### config.mk
export PLATFORM = sky130hd
export DESIGN_NAME = turn_sequencer
export DESIGN_NICKNAME = d
export VERILOG_FILES = /design/src/rtl/turn_sequencer.sv
export SDC_FILE = /design/constraint.sdc
export NUM_CORES = 1
export LEC_CHECK = 0
export BUFFER_PORTS_ARGS = -buffer_cell sky130_fd_sc_hd__buf_2
export CAP_MARGIN = 30
export CORE_AREA = 2 2 76 70
export CTS_CLUSTER_DIAMETER = 100
export CTS_CLUSTER_SIZE = 8
export DETAILED_ROUTE_END_ITERATION = 12
export DIE_AREA = 0 0 78 72
export GPL_TIMING_DRIVEN = 0
export PLACE_DENSITY = 0.85
export SYNTH_ARGS = -nofsm -noshare
export SYNTH_HDL_FRONTEND = slang
export SYNTH_SLANG_ARGS = --single-unit
### constraint.sdc
create_clock -name clock -period 1.8 [get_ports clock]
set_input_delay 0 -clock clock [delete_from_list [all_inputs] [get_ports clock]]
set_output_delay 0 -clock clock [all_outputs]
set_load 0.005 [all_outputs]
### src/rtl/turn_sequencer.sv
// Turn controller for the shared message RAM: key synchronisers, START/P1/P2/RESULT FSM,
// and the single clock-synchronous RAM port (P1 writes words, P2 reads them back in order).
module turn_sequencer #(
    parameter int ADDR_W = 4,
    parameter int DATA_W = 10,
    parameter int DEPTH  = 16
) (
    input  logic              clock,
    input  logic              reset,
    input  logic              next_n,
    input  logic              done_n,
    input  logic [DATA_W-1:0] p1_data,
    input  logic [DATA_W-1:0] ram_q,
    output logic [1:0]        state,
    output logic [ADDR_W-1:0] ram_addr,
    output logic              ram_wren,
    output logic [DATA_W-1:0] ram_data,
    output logic [ADDR_W:0]   p1_count,
    output logic [ADDR_W:0]   p2_addr,
    output logic [DATA_W-1:0] p2_word,
    output logic              p2_valid,
    output logic              p2_last,
    output logic              full
);

    typedef enum logic [1:0] {
        ST_START  = 2'd0,
        ST_P1     = 2'd1,
        ST_P2     = 2'd2,
        ST_RESULT = 2'd3
    } state_t;

    localparam logic [ADDR_W:0] DEPTH_C = (ADDR_W+1)'(DEPTH);
    localparam logic [ADDR_W:0] ONE_C   = (ADDR_W+1)'(1);

    state_t     cur_state;
    state_t     nxt_state;
    logic [1:0] next_sync;
    logic [1:0] done_sync;
    logic       next_prev;
    logic       done_prev;
    logic       next_ev;
    logic       done_ev;
    logic       next_go;
    logic       rd_stage1;
    logic       rd_stage2;
    logic       write_go;
    logic       read_go;
    logic       read_done;
    logic       clear_go;

    // Keys idle high, so the synchroniser and edge history reset to the released level.
    always_ff @(posedge clock or posedge reset) begin
        if (reset) begin
            next_sync <= 2'b11;
            done_sync <= 2'b11;
            next_prev <= 1'b1;
            done_prev <= 1'b1;
        end else begin
            next_sync <= {next_sync[0], next_n};
            done_sync <= {done_sync[0], done_n};
            next_prev <= next_sync[1];
            done_prev <= done_sync[1];
        end
    end

    assign next_ev = next_prev & ~next_sync[1];
    assign done_ev = done_prev & ~done_sync[1];
    assign next_go = next_ev & ~done_ev;

    always_ff @(posedge clock or posedge reset) begin
        if (reset) begin
            cur_state <= ST_START;
        end else begin
            cur_state <= nxt_state;
        end
    end

    always_comb begin
        nxt_state = cur_state;
        case (cur_state)
            ST_START:  if (done_ev) nxt_state = ST_P1;
            ST_P1:     if (done_ev) nxt_state = ST_P2;
            ST_P2:     if (done_ev || (p2_valid && p2_last)) nxt_state = ST_RESULT;
            ST_RESULT: if (done_ev) nxt_state = ST_START;
            default:   nxt_state = ST_START;
        endcase
    end

    // A read occupies two cycles (address out, then RAM latency); a new one waits for it.
    always_comb begin
        state     = cur_state;
        full      = (p1_count == DEPTH_C);
        write_go  = (cur_state == ST_P1) && next_go && !full;
        read_go   = (cur_state == ST_P2) && next_go && (p2_addr < p1_count)
                    && !rd_stage1 && !rd_stage2;
        read_done = (cur_state == ST_P2) && rd_stage2 && !done_ev;
        clear_go  = (cur_state == ST_RESULT) && done_ev;
    end

    always_ff @(posedge clock or posedge reset) begin
        if (reset) begin
            ram_addr  <= '0;
            ram_data  <= '0;
            ram_wren  <= 1'b0;
            p1_count  <= '0;
            p2_addr   <= '0;
            p2_word   <= '0;
            p2_valid  <= 1'b0;
            p2_last   <= 1'b0;
            rd_stage1 <= 1'b0;
            rd_stage2 <= 1'b0;
        end else begin
            ram_wren  <= write_go;
            rd_stage1 <= read_go;
            rd_stage2 <= rd_stage1 && !done_ev;
            p2_valid  <= read_done;
            p2_last   <= read_done && (p2_addr == p1_count - ONE_C);
            if (write_go) begin
                ram_addr <= p1_count[ADDR_W-1:0];
                ram_data <= p1_data;
                p1_count <= p1_count + ONE_C;
            end else if (read_go) begin
                ram_addr <= p2_addr[ADDR_W-1:0];
            end
            if (read_done) begin
                p2_word <= ram_q;
                p2_addr <= p2_addr + ONE_C;
            end
            // Leaving RESULT starts a fresh game.
            if (clear_go) begin
                p1_count <= '0;
                p2_addr  <= '0;
            end
        end
    end

endmodule

-- Word level (Yosys, flattened, before mapping)
Index checks and enable logic that the tools add are counted.
- memories kept: 0
- flip-flop bits (word level): 47
- logic and storage cells: 67
- latch bits: 0
- input port bits: 24
- memory bits (read-only): 0
- bits in writable memories: 0
- multiplexer cells: 11
- shift-type cells: 0
- order comparisons: 1
- multipliers: 0
- $add $sub $neg: 3
- divide/modulo/power cells: 0
- equality and inequality tests: 9
- bitwise gates (word level): 6
- reduce and logical (&&, ||, !) cells: 22
- operators by type and width (cell ; number):
    two-way mux 5 bit ; 4
    logical AND 1 bit ; 12
    adder 5 x 1 -> 5 bit (second input constant) ; 2
    two-way mux 2 bit ; 4
    two-way mux 4 bit ; 2
    inequality test 2 bit (second input constant) ; 4
    one-hot mux 2 bit (4 select lines) ; 1
    nonzero test 2 bit ; 3
    == test 5 bit ; 1
    == test 5 bit (second input constant) ; 1
    < comparator 5 bit ; 1
    subtractor 5 x 1 -> 5 bit (second input constant) ; 1
    == test 2 bit (second input constant) ; 2
    logical NOT 1 bit ; 4
    AND reduction 4 bit ; 1
    AND 1 bit ; 3
    inverter 1 bit ; 3
    == test 2 x 1 -> 1 bit (second input constant) ; 1
    logical NOT 2 bit ; 1
    logical OR 1 bit ; 1

-- Longest topological paths before layout
Gate-level depths: netlist (run 1).
- depth in word-level cells: 10
- gate-level depth with buffers: 9

-- Worst setup path before layout (run 1)
OpenSTA, ideal clock, no wires.
- path type: register -> register
- start: register p1_count[1]
- end: register ram_addr[0]
- slack: -57 ps
- cell stages (with the launch flop): 8
- arrival: 1731 ps
- setup time: 126 ps
- cells stage by stage: dfrtp_1 > inv_1 > ha_1 > and4bb_1 > nand4bb_2 > inv_2 > or4_1 > o311a_1
- RTL lines (item ; RTL line ; text):
    start, declared ; 18 ; output logic [ADDR_W:0] p1_count,
    start signal, assigned ; 122 ; p1_count <= p1_count + ONE_C;
    == test 5 bit (*) ; 93 ; full = (p1_count == DEPTH_C);
    net full ; 23 ; output logic full
    logical NOT 1 bit (*) ; 94 ; write_go = (cur_state == ST_P1) && next_go && !full;
    logical AND 1 bit (*) ; 94 ;
    two-way mux 4 bit / nonzero test 2 bit (equally long branches) ; - ;
    end signal, assigned ; 120 ; ram_addr <= p1_count[ADDR_W-1:0];
    end signal, assigned ; 124 ; ram_addr <= p2_addr[ADDR_W-1:0];
    end, declared ; 15 ; output logic [ADDR_W-1:0] ram_addr,
Mark *: on every way through the listed nets, which the timed path passes. The rest lies on a longest branch.
A chain may end at the register's enable or synchronous reset.

-- Final worst setup path (run 1)
- start: register p1_count[0]
- end: register ram_addr[0]
- cells in the longest elaborated chain, start to end: 5
- ends and longest elaborated chain (item ; RTL line ; text):
    < comparator 5 bit ; 95 ; read_go = (cur_state == ST_P2) && next_go && (p2_addr < p1_count)
    logical AND 1 bit ; 95 ;
    logical AND 1 bit (2 in series) ; 96 ; && !rd_stage1 && !rd_stage2;
    net read_go ; 48 ; logic read_go;
    nonzero test 2 bit (no line) ; - ;
The timed path passes the listed nets, and every way through them passes these cells.

==> reports/summary.log, run 1 <==
[critical_path] largest incremental delay on the critical path 430 ps
[sta] RSZ-0062 raised after global routing true
[global_routing] via count of the first global-routing pass 1855
[power_and_ir_drop] Psw 1.211 mW
[routing] router iterations before antenna repair 4
[critical_path] critical path arrival 2000 ps
[placed_design] number of port buffers 63
[job] maxcap violations 0
[placed_design] worst slack at placement -271.5 ps
[cts] CTS Buffer Depth 2
[logic_synthesis] commonest cells in the synthesized netlist sky130_fd_sc_hd__nand2_1 (45), sky130_fd_sc_hd__dfrtp_1 (41), sky130_fd_sc_hd__ha_1 (13), sky130_fd_sc_hd__inv_1 (10), sky130_fd_sc_hd__mux2_2 (10)
[status] violated checks setup timing
[sta] Total Neg Setup Slack -12.32 ps
[global_routing] wire length of the first global-routing pass 8942 um
[sta] Fin. Hold Viols 0
[cts] clock insertion delay at the later pin of the skew report 290 ps
[sta] worst-case hold slack 164.7 ps
[placed_design] Final Wtd Congestion 0.8001
[power_and_ir_drop] Seq pwr share 0.429
[placed_design] estimated wirelength of the detail-placed design 3250 um
[sta] Fmax 551.8 MHz
[global_routing] pin count of the biggest net entering global routing 39
[finish] Final Cell Area 3085 um2
[floorplanning] placeable core region 4805 um2
[min_path] path type of the worst min-delay path in2async
[floorplanning] count of pins on the block boundary 64
[sta] post-route worst setup slack -12.32 ps
[placed_design] placed insts 326
[power_and_ir_drop] static leakage 1.552 nW
[logic_synthesis] post-synthesis cell type with the largest combined area sky130_fd_sc_hd__dfrtp_1
[logic_synthesis] Gate Count Post-Synth 197
[sta] post-route clock period utilization 1.007
[global_routing] GRT Residual Overflow 0
[power_and_ir_drop] Tot Pwr 3.521 mW
[finish] # diodes 0
[critical_path] Critical-path top delay cell sky130_fd_sc_hd__dfrtp_2
[logic_synthesis] share of synthesized area occupied by flip-flops and latches 0.5490
[routing] routed length per placed instance 14.65 um
[finish] Cell Count, Final, Fillers Out 368
[power_and_ir_drop] combinational fraction of design power 0.397
[logic_synthesis] count leader, synth sky130_fd_sc_hd__nand2_1
[global_routing] overall routing resource usage 0.2054
[sta] total count of max-transition violations in the final report 0
[logic_synthesis] number of warnings issued by yosys 0
[critical_path] CP endpoint kind flop
[cts] buffer cell driving the clock tree root sky130_fd_sc_hd__clkbuf_8
[sta] shortest clock period the worst path allows after layout 1812 ps
[global_routing] fraction of met3 tracks used by global routing 0.06219
[critical_path] buffers plus inverters on the worst setup path 2
[power_and_ir_drop] Switching Share 0.3439
[critical_path] Critical Path, Cell by Cell buf_4 > ha_1 > nand3b_1 > a21oi_2 > or2_2 > inv_1 > o311a_1
[critical_path] Critical Path RT 1990 ps
[sta] actual slew at the worst max-slew pin 471.7 ps
[global_routing] antenna violations before repair 0
[logic_synthesis] mean cell area of the mapped netlist 10.94 um2
[critical_path] cell type group with the largest total delay on the critical path compound AO/OA/AOI/OAI gates
[routing] Remaining DRCs 0
[logic_synthesis] Synth async-reset ratio 1.000
[routing] final routed wirelength across all metal layers 5391 um
[cts] number of sinks on the clock net 47
[cts] clock edge transition at the registers on the reported setup and hold paths 80 ps
[status] result of the run finished, violations left
[sta] Max-Slew Margin vs Limit 0.6855
[power_and_ir_drop] share of total power in the clock network 0.174
[logic_synthesis] post-synthesis register bit count 47
[routing] via count 1880
[logic_synthesis] Cell Area, Synth 2156 um2
[power_and_ir_drop] Max VDD drop 0.6070 mV
[global_routing] most utilized layer in the global route result met2
[global_routing] met1 usage 0.2590
[cts] CTS tree built
[floorplanning] die span in x 78 um
[sta] final setup skew 3.749 ps
[logic_synthesis] most area-consuming cells after synthesis sky130_fd_sc_hd__dfrtp_1 (48%), sky130_fd_sc_hd__nand2_1 (7.8%), sky130_fd_sc_hd__ha_1 (7.5%)
[cts] CTS Buf Count 5
[routing] number of nets with antenna violations after routing 0
[finish] Layout area overhead 43.12%
[floorplanning] area of the die 5616 um2
[floorplanning] # rows 24
[logic_synthesis] distinct cell type count after synthesis 39
[logic_synthesis] proportion of netlist area held by the largest area contributor 0.4759
[logic_synthesis] flip-flop cell with the highest count after synthesis sky130_fd_sc_hd__dfrtp_1
[finish] Core Util, Final 0.6422
[finish] ratio of cells with drive above 1 in the final layout 0.4191
[floorplanning] initial standard-cell utilization of the core 0.4487
[critical_path] critical path fanouts, max 6
[routing] iteration-0 DRC count of the detailed router 155
[logic_synthesis] number of enable-type register cells in the synthesized netlist 0
[power_and_ir_drop] Power Dens Cells 1141 nW/um2
[critical_path] Startpoint Class flop
[routing] via-per-instance ratio 5.109
[floorplanning] overall die height 72 um
[finish] Final nets 339
[placed_design] total placed instance area 2595 um2
[global_routing] GR met2 Demand/Resource 0.3534
[critical_path] WS Path Type reg2reg
[cts] H-tree depth 2
[power_and_ir_drop] Internal 2.310 mW
[logic_synthesis] net count after synthesis 234
[sta] Setup violations, final 1
## layout make-up
| class | count | area (um2) |
|---|---|---|
| fillers | 393 | 1719 |
| flip-flops and latches | 47 | 1191 |
| multi-input cells | 133 | 1003 |
| repair buffers | 98 | 648.1 |
| well taps | 65 | 81.33 |
| clock buffers | 7 | 76.32 |
| inverters | 11 | 41.29 |
| plain buffers | 6 | 38.79 |
| clock inverters | 1 | 5.005 |
## layout by cell type (no fill, tap or decap), types with 2 or more instances in the layout
master                           n
sky130_fd_sc_hd__clkbuf_8        5
sky130_fd_sc_hd__ha_1           10
sky130_fd_sc_hd__a21oi_1         5
sky130_fd_sc_hd__nand2_1        45
sky130_fd_sc_hd__dlygate4sd3_1  23
sky130_fd_sc_hd__nand3_1         3
sky130_fd_sc_hd__o211ai_1        3
sky130_fd_sc_hd__buf_2          64
sky130_fd_sc_hd__inv_2           5
sky130_fd_sc_hd__dfrtp_1        35
sky130_fd_sc_hd__nor2_1          6
sky130_fd_sc_hd__clkbuf_1        3
sky130_fd_sc_hd__buf_4          15
sky130_fd_sc_hd__nand2b_1        2
sky130_fd_sc_hd__ha_4            2
sky130_fd_sc_hd__nand4_1         3
sky130_fd_sc_hd__inv_1           6
sky130_fd_sc_hd__dfstp_2         6
sky130_fd_sc_hd__nor4b_1         2
sky130_fd_sc_hd__xnor2_1         7
sky130_fd_sc_hd__xor2_1          2
sky130_fd_sc_hd__and2_1          2
sky130_fd_sc_hd__dfrtp_2         6
sky130_fd_sc_hd__a21oi_2         2
sky130_fd_sc_hd__mux2_2         10
sky130_fd_sc_hd__or3_1           2
sky130_fd_sc_hd__o21ai_0         5
## path summary, 6_finish.rpt
| path | cells past startpoint | slack (ps) | from | end |
|---|---|---|---|---|
| max reg2reg | 7 | -10 | p1_count[0] | ram_addr[0] |
| max in group asynchronous | 4 | 1100 | reset | done_sync[1] |
| min in group clock | 2 | 350 | next_n | next_sync[0] |
| min | 3 | 160 | reset | p2_word[5] |
| max | 7 | -10 | p1_count[0] | ram_addr[0] |
| min reg2reg | 0 | 360 | done_sync[0] | done_sync[1] |
## worst register-to-register path, delay by kind of cell, from the launching register on
family / cells / cell delay [ps]
AO/OA/AOI/OAI: 2 / 510
AND/OR/NAND/NOR: 2 / 370
flip-flops: 1 / 430
buffers and inverters: 2 / 220
adder cells (fa/ha/maj): 1 / 190
## per-layer routing
| metal | wire length, um | vias to the layer above |
|---|---|---|
| met3 | 291 | 6 |
| met2 | 2812 | 68 |
| li1 | - | 875 |
| met4 | 37 | 0 |
| met1 | 2250 | 931 |
| met5 | 0 | - |
## registers in the layout (all words and copies together), names as in the netlist
register and flops:
ram_wren 1, p2_valid 1, p2_word 10, ram_addr 4, p1_count 5, next_prev 1, done_sync 2, p2_last 1
rd_stage1 1, rd_stage2 1, state 2, done_prev 1, p2_addr 5, ram_data 10, next_sync 2
## logic make-up after synthesis
| family | Yosys count | share of synthesized area |
|---|---|---|
| buffers and inverters | 17 | 0.03482 |
| multiplexers | 11 | 0.05688 |
| AND/OR/NAND/NOR | 76 | 0.1712 |
| AO/OA/AOI/OAI | 23 | 0.07197 |
| adder cells (fa/ha/maj) | 13 | 0.07545 |
| flip-flops | 47 | 0.5490 |
| XOR/XNOR | 10 | 0.04063 |
## power groups by stage
| stage | Sequential, mW | Combinational, mW | Clock [mW] |
|---|---|---|---|
| after floorplan | 1.55 | 0.643 | 0 |
| after global placement | 1.53 | 1.05 | 0 |
| after detailed placement | 1.55 | 1.09 | 0 |
| after CTS | 1.50 | 1.32 | 0.631 |
| after global routing | 1.55 | 1.55 | 0.690 |
| final | 1.51 | 1.40 | 0.614 |
## timing repair
item | in CTS | in global routing
hold buffers | 23 | 0
pin swaps | 3 | 1
hold endpoints to repair | 63 | 0
endpoints found under the setup margin | 25 | 14
buffers inserted | 9 | 2
resized for setup | 17 | 7
Power figures use the tool's default switching activity.
==> run 2: changes to the inputs <==
Settings changed: CORE_AREA 2 2 76 70 to 2 2 74 69, DIE_AREA 0 0 78 72 to 0 0 76 71, PLACE_DENSITY 0.85 to 0.84, TNS_END_PERCENT set to 10.
Clock period 1.8 ns to 2.1 ns, I/O delays scaled along.
==> run 2 against run 1 <==
Against the previous run: the run now ends clean; non-clock buffer count fell by 11; via count fell by 6.3%; hold slack improved by 15 ps; highest routed layer unchanged; clock-buffer cell count fell by 1.
==> reports/summary.log, run 2 (same netlist as run 1, synthesis figures left out) <==
[sta] RSZ-0062 raised after global routing false [was true]
[placed_design] Final Wtd Congestion 0.8403 [was 0.8001]
[job] maxcap violations 0 [unchanged]
[critical_path] buffers plus inverters on the worst setup path 2 [unchanged]
[critical_path] largest incremental delay on the critical path 510 ps [was 430 ps]
[floorplanning] area of the die 5396 um2 [was 5616 um2]
[finish] Final Cell Area 2939 um2 [was 3085 um2]
[critical_path] critical path fanouts, max 6 [unchanged]
[critical_path] Critical Path, Cell by Cell inv_1 > ha_2 > and4bb_1 > nand4bb_2 > inv_2 > or4_1 > o311a_1 [was buf_4 > ha_1 > nand3b_1 > a21oi_2 > or2_2 > inv_1 > o311a_1]
[cts] CTS tree built [unchanged]
[placed_design] number of port buffers 63 [unchanged]
[placed_design] placed insts 326 [unchanged]
[global_routing] pin count of the biggest net entering global routing 34 [was 39]
[routing] via-per-instance ratio 4.936 [was 5.109]
[power_and_ir_drop] Seq pwr share 0.435 [was 0.429]
[sta] total count of max-transition violations in the final report 0 [unchanged]
[critical_path] Crit Reg-Reg Endpoint ram_addr[0] [unchanged]
[sta] shortest clock period the worst path allows after layout 2039 ps [was 1812 ps]
[power_and_ir_drop] Switching Share 0.3298 [was 0.3439]
[floorplanning] count of pins on the block boundary 64 [unchanged]
[placed_design] estimated wirelength of the detail-placed design 3292 um [was 3250 um]
[finish] commonest cells after routing, fill and taps aside sky130_fd_sc_hd__buf_2 (65), sky130_fd_sc_hd__nand2_1 (45), sky130_fd_sc_hd__dfrtp_1 (38) [was sky130_fd_sc_hd__buf_2 (64), sky130_fd_sc_hd__nand2_1 (45), sky130_fd_sc_hd__dfrtp_1 (35)]
[cts] buffer cell driving the clock tree root sky130_fd_sc_hd__clkbuf_8 [unchanged]
[finish] # diodes 0 [unchanged]
[cts] number of setup buffers added after CTS 0 [was 9]
[power_and_ir_drop] Tot Pwr 3.025 mW [was 3.521 mW]
[cts] number of sinks on the clock net 47 [unchanged]
[routing] final routed wirelength across all metal layers 5004 um [was 5391 um]
[global_routing] via count of the first global-routing pass 1761 [was 1855]
[finish] ratio of cells with drive above 1 in the final layout 0.3562 [was 0.4191]
[critical_path] depth of the worst register-to-register path 7 [unchanged]
[status] result of the run completed [was finished, violations left]
[routing] via count 1762 [was 1880]
[critical_path] start of the worst register-to-register path p1_count[1] [was p1_count[0]]
[global_routing] wire length of the first global-routing pass 8273 um [was 8942 um]
[sta] post-route clock period utilization 0.9707 [was 1.007]
[sta] Fmax 490.6 MHz [was 551.8 MHz]
[critical_path] Startpoint Class flop [unchanged]
[routing] routed length per placed instance 14.02 um [was 14.65 um]
[power_and_ir_drop] Max VDD drop 0.6333 mV [was 0.6070 mV]
[critical_path] cell type group with the largest total delay on the critical path simple AND/OR/NAND/NOR gates [was compound AO/OA/AOI/OAI gates]
[power_and_ir_drop] static leakage 1.500 nW [was 1.552 nW]
[cts] clock insertion delay at the later pin of the skew report 300 ps [was 290 ps]
[critical_path] critical path depth 7 [unchanged]
[finish] Final nets 328 [was 339]
[floorplanning] die span in x 76 um [was 78 um]
[global_routing] GRT Residual Overflow 0 [unchanged]
[critical_path] internal reg-to-reg setup slack 60 ps [was -10 ps]
[routing] Remaining DRCs 0 [unchanged]
[power_and_ir_drop] Power Dens Cells 1029 nW/um2 [was 1141 nW/um2]
[floorplanning] # rows 24 [unchanged]
[critical_path] critical path arrival 2220 ps [was 2000 ps]
[finish] biggest registers after layout p2_word x10, ram_data x10 [unchanged]
[sta] Setup violations, final 0 [was 1]
[min_path] path type of the worst min-delay path in2async [unchanged]
[sta] worst-case hold slack 179.5 ps [was 164.7 ps]
[critical_path] Critical-path top delay cell sky130_fd_sc_hd__or4_1 [was sky130_fd_sc_hd__dfrtp_2]
[critical_path] Critical Path RT 2280 ps [was 1990 ps]
[floorplanning] initial standard-cell utilization of the core 0.4632 [was 0.4487]
[critical_path] WS Path Type reg2reg [unchanged]
[finish] most frequent standard cell in the layout excluding fill and tap cells sky130_fd_sc_hd__buf_2 [unchanged]
[cts] CTS Buf Count 5 [unchanged]
[power_and_ir_drop] share of total power in the clock network 0.236 [was 0.174]
[global_routing] overall routing resource usage 0.1943 [was 0.2054]
[sta] actual slew at the worst max-slew pin 616.4 ps [was 471.7 ps]
[sta] final setup skew 10.25 ps [was 3.749 ps]
[cts] CTS Buffer Depth 2 [unchanged]
[routing] iteration-0 DRC count of the detailed router 88 [was 155]
[sta] Max-Slew Margin vs Limit 0.5837 [was 0.6855]
[power_and_ir_drop] combinational fraction of design power 0.329 [was 0.397]
[placed_design] total placed instance area 2572 um2 [was 2595 um2]
[power_and_ir_drop] Internal 2.027 mW [was 2.310 mW]
[cts] H-tree depth 2 [unchanged]
[finish] Layout area overhead 36.33% [was 43.12%]
[sta] Total Neg Setup Slack 0 ps [was -12.32 ps]
[routing] number of nets with antenna violations after routing 0 [unchanged]
[floorplanning] overall die height 71 um [was 72 um]
[floorplanning] placeable core region 4654 um2 [was 4805 um2]
[finish] Cell Count, Final, Fillers Out 357 [was 368]
[global_routing] antenna violations before repair 0 [unchanged]
[sta] Fin. Hold Viols 0 [unchanged]
[critical_path] CP endpoint kind flop [unchanged]
[routing] router iterations before antenna repair 4 [unchanged]
[cts] clock edge transition at the registers on the reported setup and hold paths 100 ps [was 80 ps]
[power_and_ir_drop] Psw 0.9975 mW [was 1.211 mW]
[run 2: cell count changes in the layout (fill, tap and decap cells not counted), sizes merged]
cell,delta
buf,-12
bufinv,+1
clkinv,-1
inv,+1
[run 2: area by class of cell]
class | instances | area, um2
multi-input cells | 133 | 905.9
repair buffers | 87 | 565.5
clock buffers | 6 | 82.58
plain buffers | 6 | 36.28
flip-flops and latches | 47 | 1187
fillers | 372 | 1715
inverters | 11 | 41.29
clock inverters | 2 | 38.79
well taps | 65 | 81.33
[run 2: tightest hold or removal path: stages]
cell                            delay, ps
sky130_fd_sc_hd__dlygate4sd3_1        520
sky130_fd_sc_hd__buf_2                120
sky130_fd_sc_hd__inv_2                250
[run 2: how the worst max path moves through the flow]
stage	start	end
floorplan	p1_count[1]	ram_addr[0]
global placement	state[0]	p2_word[4]
detailed placement	state[0]	p2_word[5]
CTS	p1_count[2]	ram_addr[0]
global route	p1_count[1]	ram_addr[0]
finish	p1_count[1]	ram_addr[0]
[run 2: metrics by stage]
stage / setup slack, ps / util
2_1_floorplan: 243.1 / -
3_3_place_gp: 51.47 / 0.5484
3_5_place_dp: -29.67 / 0.5527
4_1_cts: 29.49 / 0.6288
5_1_grt: 15.55 / 0.6315
6_report: 61.48 / 0.6315
[run 2: what timing repair did]
item | 4_1_cts | 5_1_grt
endpoints found under the hold margin | 63 | 0
endpoints found under the setup margin | 7 | 17
resized for setup | 1 | 6
hold buffers | 23 | 0
[run 2: routing by layer]
metal  GRT usage  vias up  share of wire
li1            -      853              -
met2      0.3214       56           0.48
met3     0.05485       11          0.063
met5           0        -              0
met1      0.2504      842           0.44
met4     0.06465        0          0.016
[run 2: power by group through the flow]
stage | Sequential, mW | Clock [mW] | Combinational, mW
after floorplan | 1.33 | 0 | 0.538
after CTS | 1.31 | 0.723 | 0.977
after global routing | 1.35 | 0.754 | 1.11
final | 1.32 | 0.714 | 0.995
after global placement | 1.31 | 0 | 0.897
after detailed placement | 1.32 | 0 | 0.940
